### config.mk
export PLATFORM = sky130hd
export DESIGN_NAME = mem_arbiter
export DESIGN_NICKNAME = d
export VERILOG_FILES = /design/src/rtl/mem_arbiter_pkg.sv /design/src/rtl/arb_timer.sv /design/src/rtl/mem_arbiter.sv
export SDC_FILE = /design/constraint.sdc
export NUM_CORES = 1
export LEC_CHECK = 0
export CORE_AREA = 3 3 107 109
export DETAILED_ROUTE_END_ITERATION = 7
export DIE_AREA = 0 0 110 112
export GPL_TIMING_DRIVEN = 0
export PLACE_DENSITY_LB_ADDON = 0.15
export REMOVE_ABC_BUFFERS = 1
export SETUP_SLACK_MARGIN = 0.5
export SYNTH_ARGS = -nofsm -noshare
export SYNTH_HDL_FRONTEND = slang
export SYNTH_SLANG_ARGS = --single-unit
### constraint.sdc
create_clock -name clock -period 3.5 [get_ports clock]
set_input_delay 0.525 -clock clock [delete_from_list [all_inputs] [get_ports clock]]
set_output_delay 0.525 -clock clock [all_outputs]
set_load 0.05 [all_outputs]
### src/rtl/mem_arbiter_pkg.sv
// Shared types and constants for the IFU/LSU memory-port arbiter.
// Holds the FSM state encoding, owner codes and the timeout data pattern.
package mem_arbiter_pkg;

    typedef enum logic [1:0] {
        ARB_IDLE     = 2'd0,
        ARB_BUSY_IFU = 2'd1,
        ARB_BUSY_LSU = 2'd2
    } arb_state_e;

    localparam logic ARB_OWNER_IFU = 1'b0;
    localparam logic ARB_OWNER_LSU = 1'b1;

    localparam logic [31:0] ARB_TIMEOUT_DATA = 32'hDEAD_BEEF;

endpackage

### src/rtl/arb_timer.sv
// Busy-cycle counter for the arbiter timeout path.
// Clears on grant, counts enabled cycles, flags when TIMEOUT_CYCLES is reached.
module arb_timer #(
    parameter int TIMEOUT_CYCLES = 255
) (
    input  logic clock,
    input  logic reset_n,
    input  logic clear_i,
    input  logic en_i,
    output logic expired_o
);

    localparam int TW = ($clog2(TIMEOUT_CYCLES + 1) > 8) ?
                        $clog2(TIMEOUT_CYCLES + 1) : 8;

    logic [TW-1:0] cnt_q;
    logic [TW-1:0] cnt_d;

    assign expired_o = (cnt_q == TW'(TIMEOUT_CYCLES));

    // Saturates at the limit so a stale count never wraps back to zero.
    always_comb begin
        cnt_d = cnt_q;
        if (clear_i) begin
            cnt_d = '0;
        end else if (en_i && !expired_o) begin
            cnt_d = cnt_q + TW'(1);
        end
    end

    always_ff @(posedge clock or negedge reset_n) begin
        if (!reset_n) begin
            cnt_q <= '0;
        end else begin
            cnt_q <= cnt_d;
        end
    end

endmodule

### src/rtl/mem_arbiter.sv
// Shares one memory request port between IFU and LSU; LSU-first with a streak limit.
// Optional timeout response when the ARB_TIMEOUT_EN macro is defined.
module mem_arbiter
    import mem_arbiter_pkg::*;
#(
    parameter int ADDR_W         = 32,
    parameter int DATA_W         = 32,
    parameter int LSU_MAX_STREAK = 4,
    parameter int TIMEOUT_CYCLES = 255
) (
    input  logic                clock,
    input  logic                reset_n,
    input  logic                ifu_reqValid,
    input  logic [ADDR_W-1:0]   ifu_addr,
    output logic                ifu_respValid,
    output logic [DATA_W-1:0]   ifu_rdata,
    input  logic                lsu_reqValid,
    input  logic                lsu_wen,
    input  logic [ADDR_W-1:0]   lsu_addr,
    input  logic [DATA_W-1:0]   lsu_wdata,
    input  logic [DATA_W/8-1:0] lsu_wmask,
    output logic                lsu_respValid,
    output logic [DATA_W-1:0]   lsu_rdata,
    output logic                mem_reqValid,
    output logic                mem_wen,
    output logic [ADDR_W-1:0]   mem_addr,
    output logic [DATA_W-1:0]   mem_wdata,
    output logic [DATA_W/8-1:0] mem_wmask,
    input  logic                mem_respValid,
    input  logic [DATA_W-1:0]   mem_rdata,
    output logic                arb_owner,
    output logic                arb_busy,
    output logic                arb_err
);

    localparam int SW = $clog2(LSU_MAX_STREAK + 1);
    localparam int MW = DATA_W / 8;

    arb_state_e        state_q;
    logic [SW-1:0]     streak_q;
    logic [SW-1:0]     streak_d;
    logic              owner_q;
    logic              req_q;
    logic              wen_q;
    logic [ADDR_W-1:0] addr_q;
    logic [DATA_W-1:0] wdata_q;
    logic [MW-1:0]     wmask_q;

    logic              busy;
    logic              gnt_ifu;
    logic              gnt_lsu;
    logic              tmo;
    logic              done;
    logic [DATA_W-1:0] rsp_data;

    assign busy = (state_q != ARB_IDLE);

    always_comb begin
        gnt_lsu  = 1'b0;
        gnt_ifu  = 1'b0;
        streak_d = streak_q;
        if (!busy) begin
            if (lsu_reqValid &&
                !(ifu_reqValid && streak_q == SW'(LSU_MAX_STREAK))) begin
                gnt_lsu = 1'b1;
            end else if (ifu_reqValid) begin
                gnt_ifu = 1'b1;
            end
        end
        // Streak only grows while the IFU is actually being starved.
        if (gnt_lsu && ifu_reqValid) begin
            if (streak_q != SW'(LSU_MAX_STREAK)) begin
                streak_d = streak_q + SW'(1);
            end
        end else if (gnt_lsu || gnt_ifu) begin
            streak_d = '0;
        end
    end

`ifdef ARB_TIMEOUT_EN
    logic expired;

    arb_timer #(
        .TIMEOUT_CYCLES(TIMEOUT_CYCLES)
    ) u_timer (
        .clock    (clock),
        .reset_n  (reset_n),
        .clear_i  (gnt_ifu | gnt_lsu),
        .en_i     (busy && !mem_respValid),
        .expired_o(expired)
    );

    // A real response in the expiry cycle wins over the timeout.
    assign tmo = busy && expired && !mem_respValid;
`else
    logic unused_tmo_cfg;
    assign unused_tmo_cfg = |TIMEOUT_CYCLES;
    assign tmo            = 1'b0;
`endif

    assign done     = busy && (mem_respValid || tmo);
    assign rsp_data = tmo ? DATA_W'(ARB_TIMEOUT_DATA) : mem_rdata;

    assign ifu_respValid = done && (owner_q == ARB_OWNER_IFU);
    assign lsu_respValid = done && (owner_q == ARB_OWNER_LSU);
    assign ifu_rdata     = ifu_respValid ? rsp_data : '0;
    assign lsu_rdata     = lsu_respValid ? rsp_data : '0;
    assign arb_err       = tmo;

    assign mem_reqValid = req_q;
    assign mem_wen      = wen_q;
    assign mem_addr     = addr_q;
    assign mem_wdata    = wdata_q;
    assign mem_wmask    = wmask_q;
    assign arb_owner    = owner_q;
    assign arb_busy     = req_q;

    always_ff @(posedge clock or negedge reset_n) begin
        if (!reset_n) begin
            state_q  <= ARB_IDLE;
            streak_q <= '0;
            owner_q  <= ARB_OWNER_IFU;
            req_q    <= 1'b0;
            wen_q    <= 1'b0;
            addr_q   <= '0;
            wdata_q  <= '0;
            wmask_q  <= '0;
        end else begin
            streak_q <= streak_d;
            if (gnt_lsu) begin
                state_q <= ARB_BUSY_LSU;
                owner_q <= ARB_OWNER_LSU;
                req_q   <= 1'b1;
                wen_q   <= lsu_wen;
                addr_q  <= lsu_addr;
                wdata_q <= lsu_wdata;
                wmask_q <= lsu_wmask;
            end else if (gnt_ifu) begin
                state_q <= ARB_BUSY_IFU;
                owner_q <= ARB_OWNER_IFU;
                req_q   <= 1'b1;
                wen_q   <= 1'b0;
                addr_q  <= ifu_addr;
                wdata_q <= '0;
                wmask_q <= '0;
            end else if (done) begin
                state_q <= ARB_IDLE;
                req_q   <= 1'b0;
            end
        end
    end

`ifndef SYNTHESIS
    a_ifu_hold: assert property (@(posedge clock) disable iff (!reset_n)
        (state_q == ARB_BUSY_IFU) |-> ifu_reqValid);
    a_lsu_hold: assert property (@(posedge clock) disable iff (!reset_n)
        (state_q == ARB_BUSY_LSU) |-> lsu_reqValid);
`endif

endmodule

== After elaboration in Yosys (flattened, before gate mapping) ==
Index checks and enable logic that the tools add are counted.

* Logic and storage cells: 51
* Bits in latches: 0
* Memories: 0
* Bits in writable memories: 0
* Memory bits (read-only): 0
* Bits in registers: 76
* Output and inout bits: 139

* Equality and inequality tests: 3
* Mux-type cells: 25
* $mul: 0
* Shift-type cells: 0
* $add $sub $neg: 1
* Bitwise operators: 1
* Magnitude comparators: 0
* Reduce and logical (&&, ||, !) cells: 13
* Div/mod/pow operators: 0

{| class="wikitable"
|+ Operator list
! operator !! count
|-
| $mux W32 || 6
|-
| $mux W1 || 11
|-
| $mux W3 || 3
|-
| $mux W4 || 2
|-
| $logic_and A1 B1 Y1 || 6
|-
| $mux W2 || 3
|-
| $reduce_bool A2 Y1 || 3
|-
| $add A3 B1 Y3 const B || 1
|-
| $eq A3 B3 Y1 const B || 1
|-
| $ne A3 B3 Y1 const B || 1
|-
| $reduce_bool A3 Y1 || 1
|-
| $ne A2 B1 Y1 const B || 1
|-
| $reduce_and A2 Y1 || 1
|-
| $logic_not A1 Y1 || 1
|-
| $logic_or A1 B1 Y1 || 1
|-
| $not A1 Y1 || 1
|}

== Longest topological paths before layout ==
* Depth in word-level cells: 9
* Depth in mapped cells: 7
* Depth with buffers taken out: 5

== Least setup slack after synthesis ==
Ideal clock, no wire load.

* Path type: register -> output
* Start point: register owner_q (netlist: arb_owner)
* End point: output lsu_rdata[22]
* Stages on the path, launching flop included: 5
* Arrival time: 1.751 ns
* Path buffers: 1
* Path slack: 1.224 ns
* Path through: dfrtp_1 -> inv_1 -> nor2_1 -> buf_2 -> and2_1

* Cells in the longest elaborated chain, start to end: 2

{| class="wikitable"
|+ RTL lines
! element !! RTL line !! RTL
|-
| start, declared || mem_arbiter.sv:42 || <nowiki>logic owner_q;</nowiki>
|-
| start signal, assigned || mem_arbiter.sv:122 || <nowiki>owner_q <= ARB_OWNER_IFU;</nowiki>
|-
| start signal, assigned || mem_arbiter.sv:132 || <nowiki>owner_q <= ARB_OWNER_LSU;</nowiki>
|-
| start signal, assigned || mem_arbiter.sv:140 || <nowiki>owner_q <= ARB_OWNER_IFU;</nowiki>
|-
| $logic_and A1 B1 Y1 || mem_arbiter.sv:105 || <nowiki>assign lsu_respValid = done && (owner_q == ARB_OWNER_LSU);</nowiki>
|-
| named net lsu_respValid || mem_arbiter.sv:22 || <nowiki>output logic lsu_respValid,</nowiki>
|-
| $mux W32 || mem_arbiter.sv:107 || <nowiki>assign lsu_rdata = lsu_respValid ? rsp_data : '0;</nowiki>
|-
| end, declared || mem_arbiter.sv:23 || <nowiki>output logic [DATA_W-1:0] lsu_rdata,</nowiki>
|}

The timed path passes the listed nets, and every way through them passes these cells.

== Worst setup path after layout ==
* Start point: input mem_respValid
* End point: output lsu_rdata[2]

* Cells in the longest elaborated chain, start to end: 3

{| class="wikitable"
|+ RTL lines
! element !! RTL line !! RTL
|-
| start, declared || mem_arbiter.sv:29 || <nowiki>input logic mem_respValid,</nowiki>
|-
| $logic_and A1 B1 Y1 || mem_arbiter.sv:101 || <nowiki>assign done = busy && (mem_respValid || tmo);</nowiki>
|-
| $logic_and A1 B1 Y1 || mem_arbiter.sv:105 ||
|-
| $mux W32 || mem_arbiter.sv:107 ||
|}

Every way passes these cells.

==> summary.md <==
| Metric | Value |
|---|---|
| Sink Count | 76 |
| Initial antenna violation count | 0 |
| Final ANT Viol Nets | 0 |
| FF+latch count, synth | 76 |
| Total Wirelength | about 13 mm |
| Worst path max stage delay | about 0.8 ns |
| Bufs on Longest Clock Path | 2 |
| Share of layout cells above drive strength 1 | 0.0580 |
| Syn_area_per_cell | 11.8 µm² |
| Mapped Area | 3590 µm² |
| Final worst path period share | 0.831 |
| Effective utilization at floorplan | 0.335 |
| Vias | 3515 |
| Largest net degree at the start of global routing | 62 |
| Gpl congestion | 0.766 |
| Final core occ | 0.624 |
| CTS root buf | clkbuf_8 |
| Crit Path Max Fanout | 4 |
| Worst-Skew Late Latency | roughly 0.34 ns |
| Ports | about 280 |
| CP Capture Type | primary output |
| Arrival time worst endpoint | 2.38 ns |
| EDFF count, synth | 0 |
| Die X | 110 µm |
| Detailed Routing Iterations Pass 1 | 4 |
| Clock skew | 0.00979 ns |
| Pwr/cell area | ~820 nW/µm² |
| Die boundary height | ~110 µm |
| CP Cell Sequence | clkdlybuf4s50_1, o21ai_1, nor2_4, and2_1, clkdlybuf4s50_1 |
| Most frequent cells in the layout | clkdlybuf4s50_1, dfrtp_1, and2_1 |
| Final Setup Violations | 0 |
| Reg clk slew, reported paths | 0.09 ns |
| Gr ovfl total | 0 |
| Total global-route track usage | 0.204 |
| Sequential fraction of the synthesis area | 0.530 |
| Die footprint | 12300 µm² |
| TritonCTS buffer count | 9 |
| Max-slew headroom | 0.359 |
| Row count | 38 |
| Slowest CP cell | clkdlybuf4s50_1 |
| Leading cell type in the layout, fill and taps excluded | clkdlybuf4s50_1 |
| Max Fclk | 0.344 GHz |
| Ys Warns | 0 |
| Maximum VDD drop | 0.457 mV |
| TritonCTS clock tree | yes |
| Slew @ Worst Pin | 0.959 ns |
| Nets | 705 |
| Worst path required time | around 3.0 ns |
| Status | finished, final reports clean |
| Synth cell types | 27 |
| Leakage | 3.44 nW |
| Fin Hold WS | 0.0361 ns |
| Core Region | 10700 µm² |
| Synth async-reset ratio | 1.00 |
| Critical Path Most Common Cell | clkdlybuf4s50_1 |
| I/O Buffers | between 200 and 300 |
| Max-slew violations | 0 |
| Tmin final | 2.91 ns |
| Drt wl/cell | 18.5 µm |
| Final Hold Viols | 0 |
| Max-cap viol count | 0 |
| Synthesized instance count | about 300 |
| Global-route wire length before repair | 19.5 mm |
| RSZ-0062 raised after global routing | false |
| Initial DRC Count | 176 |
| Drt drc | 0 |
| Post-route worst setup slack | 0.591 ns |
| Vias in the first global route | 3622 |
| Layout area overhead | 85.9% |
| Post-DR vias/cell | 4.96 |
| Critical path class | input port to primary output |
| Min-delay worst type | input port to asynchronous set/reset pin |
| Top FF cell, synth | dfrtp_1 |
| CP Launch Type | input port |
| Pre-CTS WS | -0.221 ns |
| Antenna diodes | 0 |
| Hpwl dp | 9.60 mm |
| H-tree Lvls | 3 |
| CTS Hold Bufs | 0 |
-- critical path, delay by kind of cell --
kind	cells	cell delay [ns]
simple gates	2	0.34
buf+inv	2	1.30
compound gates	1	0.21
-- where the power goes --
| part | total, W | internal (W) | switching (W) |
|---|---|---|---|
| combinational | 0.00341 | 0.00122 | 0.00219 |
| sequential | 0.00143 | 0.00122 | 0.000208 |
| clock | 0.000656 | 0.000341 | 0.000315 |
| total | 0.00550 | 0.00278 | 0.00272 |
-- routing by layer --
metal,share of wire,global-route usage
met1,0.35,0.223
met2,0.54,0.382
met3,0.10,0.0591
met4,0.010,0.0466
met5,0,0
-- cells in the mapped netlist, types with 2 or more instances --
cell      number  share of area
dfrtp_1       76           0.53
and2_1        64           0.11
a22o_1        37          0.090
a21boi_0      32          0.067
a221o_1       32          0.089
clkbuf_1      11          0.012
buf_6          8          0.025
buf_2          7         0.0098
nand2_1        5         0.0052
buf_4          4         0.0084
inv_1          4         0.0042
a21o_1         3         0.0063
a21oi_1        3         0.0042
nor2_1         3         0.0031
ha_1           2         0.0070
-- cell type report --
cell class	instances	area (µm²)
Tap cell	140	175
Clock inverter	5	52.6
Inverter	4	15.0
Sequential cell	76	1900
Fill cell	888	4030
Multi-Input combinational cell	194	1500
Timing Repair Buffer	280	2880
Clock buffer	10	138
-- cell families after synthesis --
family,after synthesis,synth area share
fa+ha+maj,2,0.00697
simple gates,78,0.132
compound gates,112,0.271
other cells,1,0.00105
buf+inv,34,0.0589
flops,76,0.530
-- flip-flops by register name, indices dropped and copies added, names as in the netlist --
| signal | count |
|---|---|
| mem_addr | 32 |
| state_q | 2 |
| mem_wen | 1 |
| streak_q | 3 |
| mem_wmask | 4 |
| arb_busy | 1 |
| arb_owner | 1 |
| mem_wdata | 32 |
-- path summary, 6_finish.rpt --
| check | slack (ns) | start | endpoint | cells after the start |
|---|---|---|---|---|
| setup / recovery | 0.59 | mem_respValid | lsu_rdata[2] | 5 |
| hold / removal | 0.04 | reset_n | mem_addr[25] | 1 |
| setup reg to reg | 1.06 | state_q[1] | mem_wdata[30] | 4 |
| hold reg to reg | 0.50 | mem_wmask[1] | mem_wmask[1] | 1 |
| max in group asynchronous | 2.86 | reset_n | mem_addr[30] | 2 |
| min in group clock | 0.50 | mem_wmask[1] | mem_wmask[1] | 1 |
-- per-stage QoR --
| step | std cells | TNS [ns] | instance area (µm²) | power, W |
|---|---|---|---|---|
| after global routing | 709 | 0 | 6670 | 0.00575 |
| after global placement | 688 | -129.21 | 6320 | 0.00482 |
| after floorplan | 273 | 0 | 3390 | 0.00357 |
| after CTS | 707 | 0 | 6550 | 0.00552 |
| after detailed placement | 691 | -5.50 | 6380 | 0.00486 |
| final | 709 | 0 | 6670 | 0.00550 |
-- repair_timing --
item / in CTS / in global routing
pin swaps: 1 / 2
endpoints found under the hold margin: 0 / 0
setup buffers: 1 / 1
cloned: 0 / 1
resized for setup: 40 / 35
endpoints found under the setup margin: 106 / 36
Power figures use the tool's default switching activity.
